==> config.mk <==
export PLATFORM = sky130hd
export DESIGN_NAME = memory_dumper
export DESIGN_NICKNAME = d
export VERILOG_FILES = /design/src/rtl/memory_dumper.sv
export SDC_FILE = /design/constraint.sdc
export NUM_CORES = 1
export LEC_CHECK = 0
export CORE_MARGIN = 2
export CORE_UTILIZATION = 40
export CTS_BUF_LIST = sky130_fd_sc_hd__clkbuf_2
export CTS_CLUSTER_DIAMETER = 100
export CTS_CLUSTER_SIZE = 28
export DETAILED_ROUTE_END_ITERATION = 16
export PLACE_DENSITY = 0.7
export REMOVE_ABC_BUFFERS = 1
export SLEW_MARGIN = 20
export SYNTH_ARGS = -nofsm -noshare
export SYNTH_HDL_FRONTEND = slang
export SYNTH_SLANG_ARGS = --single-unit
==> constraint.sdc <==
create_clock -name clock -period 2.45 [get_ports clock]
set_clock_uncertainty 0.15 [all_clocks]
set_input_delay 0.3675 -clock clock [delete_from_list [all_inputs] [get_ports clock]]
set_output_delay 0.3675 -clock clock [all_outputs]
set_load 0.02 [all_outputs]
==> src/rtl/memory_dumper.sv <==
// Post-halt RAM readback: walks DUMP_WORDS words from START_ADDR and streams them on valid/ready.
// Optional DUMPER_CHECKSUM_EN appends one beat carrying the running sum of the dumped words.
module memory_dumper #(
    parameter int unsigned ADDR_WIDTH = 5,
    parameter int unsigned DATA_WIDTH = 16,
    parameter int unsigned START_ADDR = 0,
    parameter int unsigned DUMP_WORDS = 32
) (
    input  logic                  clock,
    input  logic                  reset_n,
    input  logic                  start_dump,
    output logic                  mem_req,
    output logic [ADDR_WIDTH-1:0] mem_addr,
    input  logic [DATA_WIDTH-1:0] mem_read_data,
    output logic                  out_valid,
    input  logic                  out_ready,
    output logic [ADDR_WIDTH-1:0] out_addr,
    output logic [DATA_WIDTH-1:0] out_data,
    output logic                  out_last,
    output logic                  dump_busy,
    output logic                  dump_complete
);

    localparam int unsigned CntWidth = (DUMP_WORDS > 1) ? $clog2(DUMP_WORDS) : 1;
    localparam logic [CntWidth-1:0]   LastCnt   = CntWidth'(DUMP_WORDS - 1);
    localparam logic [ADDR_WIDTH-1:0] StartAddr = ADDR_WIDTH'(START_ADDR);

`ifdef DUMPER_CHECKSUM_EN
    typedef enum logic [2:0] {StIdle, StAddr, StWait, StHold, StDone, StCsum} state_e;
`else
    typedef enum logic [2:0] {StIdle, StAddr, StWait, StHold, StDone} state_e;
`endif

    state_e                  state_q;
    logic [CntWidth-1:0]     cnt_q;
    logic [ADDR_WIDTH-1:0]   addr_q;
    logic                    mem_req_q;
    logic                    out_valid_q;
    logic [ADDR_WIDTH-1:0]   out_addr_q;
    logic [DATA_WIDTH-1:0]   out_data_q;
    logic                    out_last_q;
    logic                    busy_q;
    logic                    complete_q;
`ifdef DUMPER_CHECKSUM_EN
    logic [DATA_WIDTH-1:0]   sum_q;
`endif

    always_ff @(posedge clock or negedge reset_n) begin
        if (!reset_n) begin
            state_q     <= StIdle;
            cnt_q       <= '0;
            addr_q      <= '0;
            mem_req_q   <= 1'b0;
            out_valid_q <= 1'b0;
            out_addr_q  <= '0;
            out_data_q  <= '0;
            out_last_q  <= 1'b0;
            busy_q      <= 1'b0;
            complete_q  <= 1'b0;
`ifdef DUMPER_CHECKSUM_EN
            sum_q       <= '0;
`endif
        end else begin
            unique case (state_q)
                StIdle, StDone: begin
                    if (start_dump) begin
                        state_q    <= StAddr;
                        cnt_q      <= '0;
                        addr_q     <= StartAddr;
                        mem_req_q  <= 1'b1;
                        busy_q     <= 1'b1;
                        complete_q <= 1'b0;
`ifdef DUMPER_CHECKSUM_EN
                        sum_q      <= '0;
`endif
                    end
                end
                StAddr: begin
                    state_q <= StWait;
                end
                // Registered RAM: data for addr_q is on mem_read_data this cycle.
                StWait: begin
                    out_data_q  <= mem_read_data;
                    out_addr_q  <= addr_q;
                    out_valid_q <= 1'b1;
`ifdef DUMPER_CHECKSUM_EN
                    out_last_q  <= 1'b0;
                    sum_q       <= sum_q + mem_read_data;
`else
                    out_last_q  <= (cnt_q == LastCnt);
`endif
                    state_q     <= StHold;
                end
                StHold: begin
                    if (out_ready) begin
                        if (cnt_q == LastCnt) begin
`ifdef DUMPER_CHECKSUM_EN
                            // Checksum beat follows back-to-back; valid stays high.
                            state_q    <= StCsum;
                            mem_req_q  <= 1'b0;
                            out_data_q <= sum_q;
                            out_addr_q <= addr_q + 1'b1;
                            out_last_q <= 1'b1;
`else
                            state_q     <= StDone;
                            out_valid_q <= 1'b0;
                            out_last_q  <= 1'b0;
                            mem_req_q   <= 1'b0;
                            busy_q      <= 1'b0;
                            complete_q  <= 1'b1;
`endif
                        end else begin
                            state_q     <= StAddr;
                            out_valid_q <= 1'b0;
                            cnt_q       <= cnt_q + 1'b1;
                            addr_q      <= addr_q + 1'b1;
                        end
                    end
                end
`ifdef DUMPER_CHECKSUM_EN
                StCsum: begin
                    if (out_ready) begin
                        state_q     <= StDone;
                        out_valid_q <= 1'b0;
                        out_last_q  <= 1'b0;
                        busy_q      <= 1'b0;
                        complete_q  <= 1'b1;
                    end
                end
`endif
                default: begin
                    state_q <= StIdle;
                end
            endcase
        end
    end

    assign mem_req       = mem_req_q;
    assign mem_addr      = addr_q;
    assign out_valid     = out_valid_q;
    assign out_addr      = out_addr_q;
    assign out_data      = out_data_q;
    assign out_last      = out_last_q;
    assign dump_busy     = busy_q;
    assign dump_complete = complete_q;

endmodule
==> results of run 1 <==
## metrics by stage
stage	hold WS, ns	total power [W]	area (um2)	setup slack (ns)
global placement	0.312	0.00254	2210	0.309
detailed placement	0.319	0.00258	2210	0.268
finish	0.348	0.00280	2250	0.320
floorplan	-0.0781	0.00192	1640	0.363
global route	0.373	0.00299	2250	0.193
CTS	0.352	0.00284	2250	0.316
## routing by layer
metal  GRT usage (%)  vias up  routed length [um]
li1                -      568                   -
met1            19.4      613                1480
met2            25.0       42                1610
met3            7.79        6                 289
met4            5.39        0                  43
met5               0        -                   0
## logic make-up after synthesis
family | share of synthesized area, %
DFF | 56.7
AOI/OAI and AO/OA | 12.1
and+or+nand+nor | 9.84
muxes | 15.9
buffers and inverters | 3.28
adders and majority gates | 2.24
## registers in the layout, summed over array words and instances, names as in the netlist
register       count
state_q            3
out_valid          1
mem_addr           5
cnt_q              5
out_data          16
out_addr           5
dump_complete      1
out_last           1
dump_busy          1
## power by group through the flow
stage                     Sequential, W  Combinational, W  Clock, W
final                           0.00111           0.00145  0.000244
after global routing            0.00115           0.00156  0.000284
after CTS                       0.00111           0.00147  0.000259
after detailed placement        0.00112           0.00146         0
after global placement          0.00111           0.00143         0
after floorplan                 0.00136          0.000559         0
## what timing repair did
item,4_1_cts,5_1_grt
gates resized for setup,0,0
endpoints found under the hold margin,38,0
buffers inserted,0,0
hold buffers,1,0
## critical path: stages, from the launching register on
cell and delay, ns:
dfrtp_1 0.44, ha_1 0.23, and3_1 0.19, ha_1 0.23, nand4bb_1 0.30, o21ai_2 0.32
mux2i_1 0.22
## how the worst max path moves through the flow
stage                    start  slack, ns     endpoint
floorplan           state_q[0]       0.36  out_data[0]
global placement    start_dump       0.31  mem_addr[4]
detailed placement  start_dump       0.27  mem_addr[4]
CTS                   cnt_q[0]       0.32     cnt_q[4]
global route          cnt_q[0]       0.19     cnt_q[4]
finish                cnt_q[0]       0.32     cnt_q[4]
## final cells by class
cell class | count | area, um2
clock buffers | 5 | 25.0
clock inverters | 1 | 3.75
fillers | 347 | 1780
inverters | 4 | 15.0
multi-input cells | 79 | 678
flip-flops and latches | 38 | 951
well taps | 50 | 62.6
repair buffers | 52 | 513
## cell usage after synthesis, drive strengths merged, types with 2 or more instances
cell type and n:
and3 5, mux2i 3, a21oi 2, inv 4
a21o 2, nand2 5, nand2b 2, nor3 2
a31oi 2, o21a 2, a21boi 2, a211o 2
mux2 21, nand3 3, buf 5, o21ai 8
dfrtp 38, o211ai 2, a2111oi 2, ha 3
==> impl_results.md, run 1 <==
- Status: complete, no violations
- Max Cap Violations: 0
- CP Class: register to register
- Leakage: 0.978 nW
- Max Clk Rate: 469 MHz
- Yosys top cell area share: 56.7%
- Setup slack, reg-to-reg: 0.32 ns
- Synth Flop Type: dfrtp_1
- Pin count of the biggest net entering global routing: 39
- Setup TNS: 0 ns
- Critical Path RT: 2.61 ns
- First-pass GRT wire length: 5.46 mm
- DRC Markers: 0
- Drt first pass iters: 4
- DIE AREA: 4730 um2
- CTS buffer count: 5
- RD Place Congestion: 0.796
- Critical Path AT: 2.29 ns
- HPWL after DPL: 2.45 mm
- Wire per inst: 15.0 um
- Vias in the first global route: 1213
- Util after Layout: 55.8%
- Max_slew headroom: 44.8%
- DP Cell Count: 222
- Routed vias: 1229
- CTS root buffer: clkbuf_2
- Non-Filler Instances: 229
- Min-Delay Path Depth: 1
- Post-synth ARST share: 100%
- Clock Path Buffers: 2
- CTS sink cnt: 38
- Layout cells sized above 1: 16.8%
- Most common cell after layout, fill and taps aside: clkdlybuf4s50_1
- Die Ht: 68.8 um
- Final nets: 203
- Number of diodes: 0
- Port Buffers: 50
- Crit Reg-Reg Endpoint: cnt_q[4]
- Seq/Total Area, Yosys: 56.7%
- Net Sw Frac: 39.0%
- Reg power frac: 39.5%
- Post-synthesis area per instance: 13.3 um2
- Final setup fails: 0
- Most area-consuming cells after synthesis: dfrtp_1 57%, mux2_2 11%, mux2_1 3.4%
- Total routed wirelength: 3.43 mm
- Cell variety after synth: 36
- Total track usage: 16.0%
- Crit. End Element: register
- Min-delay src: dump_complete
- CTS tree: done
- Hold endpoint: dump_complete
- H-tree depth: 2
- Mapped Cells: 126
- Std-Cell Rows: 23
- Core ar.: 4030 um2
- Fin crit period: 2.13 ns
- Slew @ Worst Pin: 0.828 ns
- Io pins: 51
- Internal: 0.00171 W
- Vias/cell: 5.37
- Worst R2R Start: cnt_q[0]
- #FFs+latches synth: 38
- Worst-path clk slew: 0.17 ns
- Hold Vio Cnt, Final: 0
- Gate power share: 51.8%
- Min-Delay Path Class: register to register
- Fin crit share: 86.9%
- DIE WIDTH: 68.8 um
- Critical Path Start Type: register
- Synth Cell Area: 1680 um2
- VDD IR max: 0.615 mV
- Area Growth Syn to Fin: 34.0%
- RSZ-0062 raised after global routing: no
- EDFF count, synth: 0
- Reg2reg path depth: 6
- Clk Latency, worst-skew pair: 0.38 ns
- Fin. max-slew vios: 0
- Routed Antenna Nets: 0
- CP Max Fanout: 6
- Power density cells: 1250 nW/um2
- YS warnings: 0
- Cell taking the most area after synthesis: dfrtp_1
- Remaining Overflow, GRT: 0
- DRT iter0 DRCs: 51
- Sw Pwr: 0.00110 W
- Initial antenna violation count: 0
- Initial Util: 41.6%
- Clock Power Share: 8.7%
- Commonest non-fill, non-tap cells in the layout: 49 x clkdlybuf4s50_1, 38 x dfrtp_1, 16 x mux2_2, 7 x o21ai_0
Power figures use the tool's default switching activity.
==> inputs of run 2 (changes only) <==
- CORE_MARGIN: 2 -> 1.5
==> impl_results.md, run 2 (synthesis results as in run 1) <==
- Max Clk Rate: 463 MHz (was 469 MHz)
- CP Max Fanout: 6 (unchanged)
- RD Place Congestion: 0.806 (was 0.796)
- RSZ-0062 raised after global routing: no (unchanged)
- Post-CTS setup buffer count: 0 (unchanged)
- Placed Area: 2210 um2 (unchanged)
- CTS root buffer: clkbuf_2 (unchanged)
- Routed Antenna Nets: 0 (unchanged)
- Setup slack, reg-to-reg: 0.29 ns (was 0.32 ns)
- Clock Path Buffers: 2 (unchanged)
- Die Ht: 67.8 um (was 68.8 um)
- Cell area after layout: 2290 um2 (was 2250 um2)
- Initial Util: 41.6% (unchanged)
- CTS tree: done (unchanged)
- Critical Path Start Type: register (unchanged)
- DRC Markers: 0 (unchanged)
- Status: complete, no violations (unchanged)
- Core ar.: 4030 um2 (unchanged)
- Vias/cell: 5.28 (was 5.37)
- Crit Reg-Reg Endpoint: cnt_q[4] (unchanged)
- Setup TNS: 0 ns (unchanged)
- VDD IR max: 0.599 mV (was 0.615 mV)
- Resize count post-CTS: 0 (unchanged)
- Wire per inst: 15.3 um (was 15.0 um)
- DIE AREA: 4590 um2 (was 4730 um2)
- Fin crit share: 88.2% (was 86.9%)
- Final setup fails: 0 (unchanged)
- Critical Path AT: 2.33 ns (was 2.29 ns)
- Critical Path RT: 2.62 ns (was 2.61 ns)
- Hold Vio Cnt, Final: 0 (unchanged)
- Total routed wirelength: 3.54 mm (was 3.43 mm)
- Drt first pass iters: 4 (unchanged)
- Worst R2R Start: cnt_q[0] (unchanged)
- DIE WIDTH: 67.8 um (was 68.8 um)
- Slew @ Worst Pin: 0.855 ns (was 0.828 ns)
- CTS sink cnt: 38 (unchanged)
- Final nets: 203 (unchanged)
- Pin count of the biggest net entering global routing: 39 (unchanged)
- Clk Latency, worst-skew pair: 0.39 ns (was 0.38 ns)
- Commonest non-fill, non-tap cells in the layout: 49 x clkdlybuf4s50_1, 38 x dfrtp_1, 16 x mux2_2, 7 x o21ai_0, 6 x clkbuf_2 (was 49 x clkdlybuf4s50_1, 38 x dfrtp_1, 16 x mux2_2, 7 x o21ai_0)
- Fin crit period: 2.16 ns (was 2.13 ns)
- CP Class: register to register (unchanged)
- DRT iter0 DRCs: 54 (was 51)
- HPWL after DPL: 2.42 mm (was 2.45 mm)
- First-pass GRT wire length: 5.73 mm (was 5.46 mm)
- Min-Delay Path Class: register to register (unchanged)
- Max_slew headroom: 43.0% (was 44.8%)
- Min-Delay Path Depth: 1 (unchanged)
- Number of diodes: 0 (unchanged)
- Std-Cell Rows: 23 (unchanged)
- Layout cells sized above 1: 18.2% (was 16.8%)
- Vias in the first global route: 1278 (was 1213)
- CTS buffer count: 5 (unchanged)
- CTS Hold Bufs: 1 (unchanged)
- Io pins: 51 (unchanged)
- Initial antenna violation count: 0 (unchanged)
- Hold endpoint: out_valid (was dump_complete)
- Number of flip-flops in the largest register: 16 (unchanged)
- Port Buffers: 50 (unchanged)
- Power density cells: 1290 nW/um2 (was 1250 nW/um2)
- Fin. max-slew vios: 0 (unchanged)
- Crit. End Element: register (unchanged)
- Area Growth Syn to Fin: 36.3% (was 34.0%)
- Worst-path clk slew: 0.19 ns (was 0.17 ns)
- Leakage: 0.995 nW (was 0.978 nW)
- H-tree depth: 2 (unchanged)
- Routed vias: 1220 (was 1229)
- Total track usage: 17.0% (was 16.0%)
- Reg2reg path depth: 6 (unchanged)
- Max Cap Violations: 0 (unchanged)
- Min-delay src: out_valid (was dump_complete)
- Total chip power: 0.00295 W (was 0.00280 W)
- Remaining Overflow, GRT: 0 (unchanged)
- Most common cell after layout, fill and taps aside: clkdlybuf4s50_1 (unchanged)
run 2: cell count changes in the layout (fill, tap and decap cells not counted):
cell	before	now
clkbuf_2	5	6
bufinv_16	0	1
clkinv_1	1	0
clkinvlp_4	0	1
run 2: power breakdown:
part / internal, W / switching (W)
Clock: 0.000177 / 0.000210
Combinational: 0.000758 / 0.000693
Sequential: 0.000894 / 0.000218
Total: 0.00183 / 0.00112
run 2: worst max path at each step:
| stage | start | to | slack [ns] | cells past startpoint |
|---|---|---|---|---|
| floorplan | state_q[0] | out_data[0] | 0.36 | 2 |
| global placement | start_dump | mem_addr[4] | 0.31 | 4 |
| detailed placement | start_dump | mem_addr[4] | 0.30 | 4 |
| CTS | cnt_q[0] | cnt_q[4] | 0.29 | 6 |
| global route | cnt_q[0] | cnt_q[4] | 0.15 | 6 |
| finish | cnt_q[0] | cnt_q[4] | 0.29 | 6 |
run 2: through the flow:
step	worst slack, ns	std cells	hold slack (ns)	utilization (%)
3_3_place_gp	0.311	222	0.317	54.8
6_report	0.290	231	0.357	56.8
4_1_cts	0.291	231	0.365	56.8
5_1_grt	0.150	231	0.391	56.8
3_5_place_dp	0.298	222	0.323	54.8
2_1_floorplan	0.363	121	-0.0781	-
run 2: critical path: stages, from the launching register on:
cell	delay, ns
dfrtp_1	0.44
ha_1	0.23
and3_1	0.18
ha_1	0.23
nand4bb_1	0.30
o21ai_2	0.34
mux2i_1	0.22
run 2: routing by layer:
metal	GRT usage, %	wire length [um]	vias up
li1	-	-	565
met5	0	0	-
met2	26.7	1670	46
met4	8.16	16	0
met1	21.7	1640	606
met3	4.67	219	3
run 2: area by class of cell:
class / instances / area, um2
fill: 348 / 1740
sequential: 38 / 951
multi-input combinational: 79 / 678
timing repair buffer: 52 / 513
tap: 50 / 62.6
clock inverter: 2 / 37.5
clock buffer: 6 / 30.0
inverter: 4 / 15.0
==> inputs of run 3 (changes only) <==
- CTS_CLUSTER_DIAMETER: 100 -> default
==> results of run 3 <==
Same layout as run 2: the final DEF is identical, and so are final timing and power.
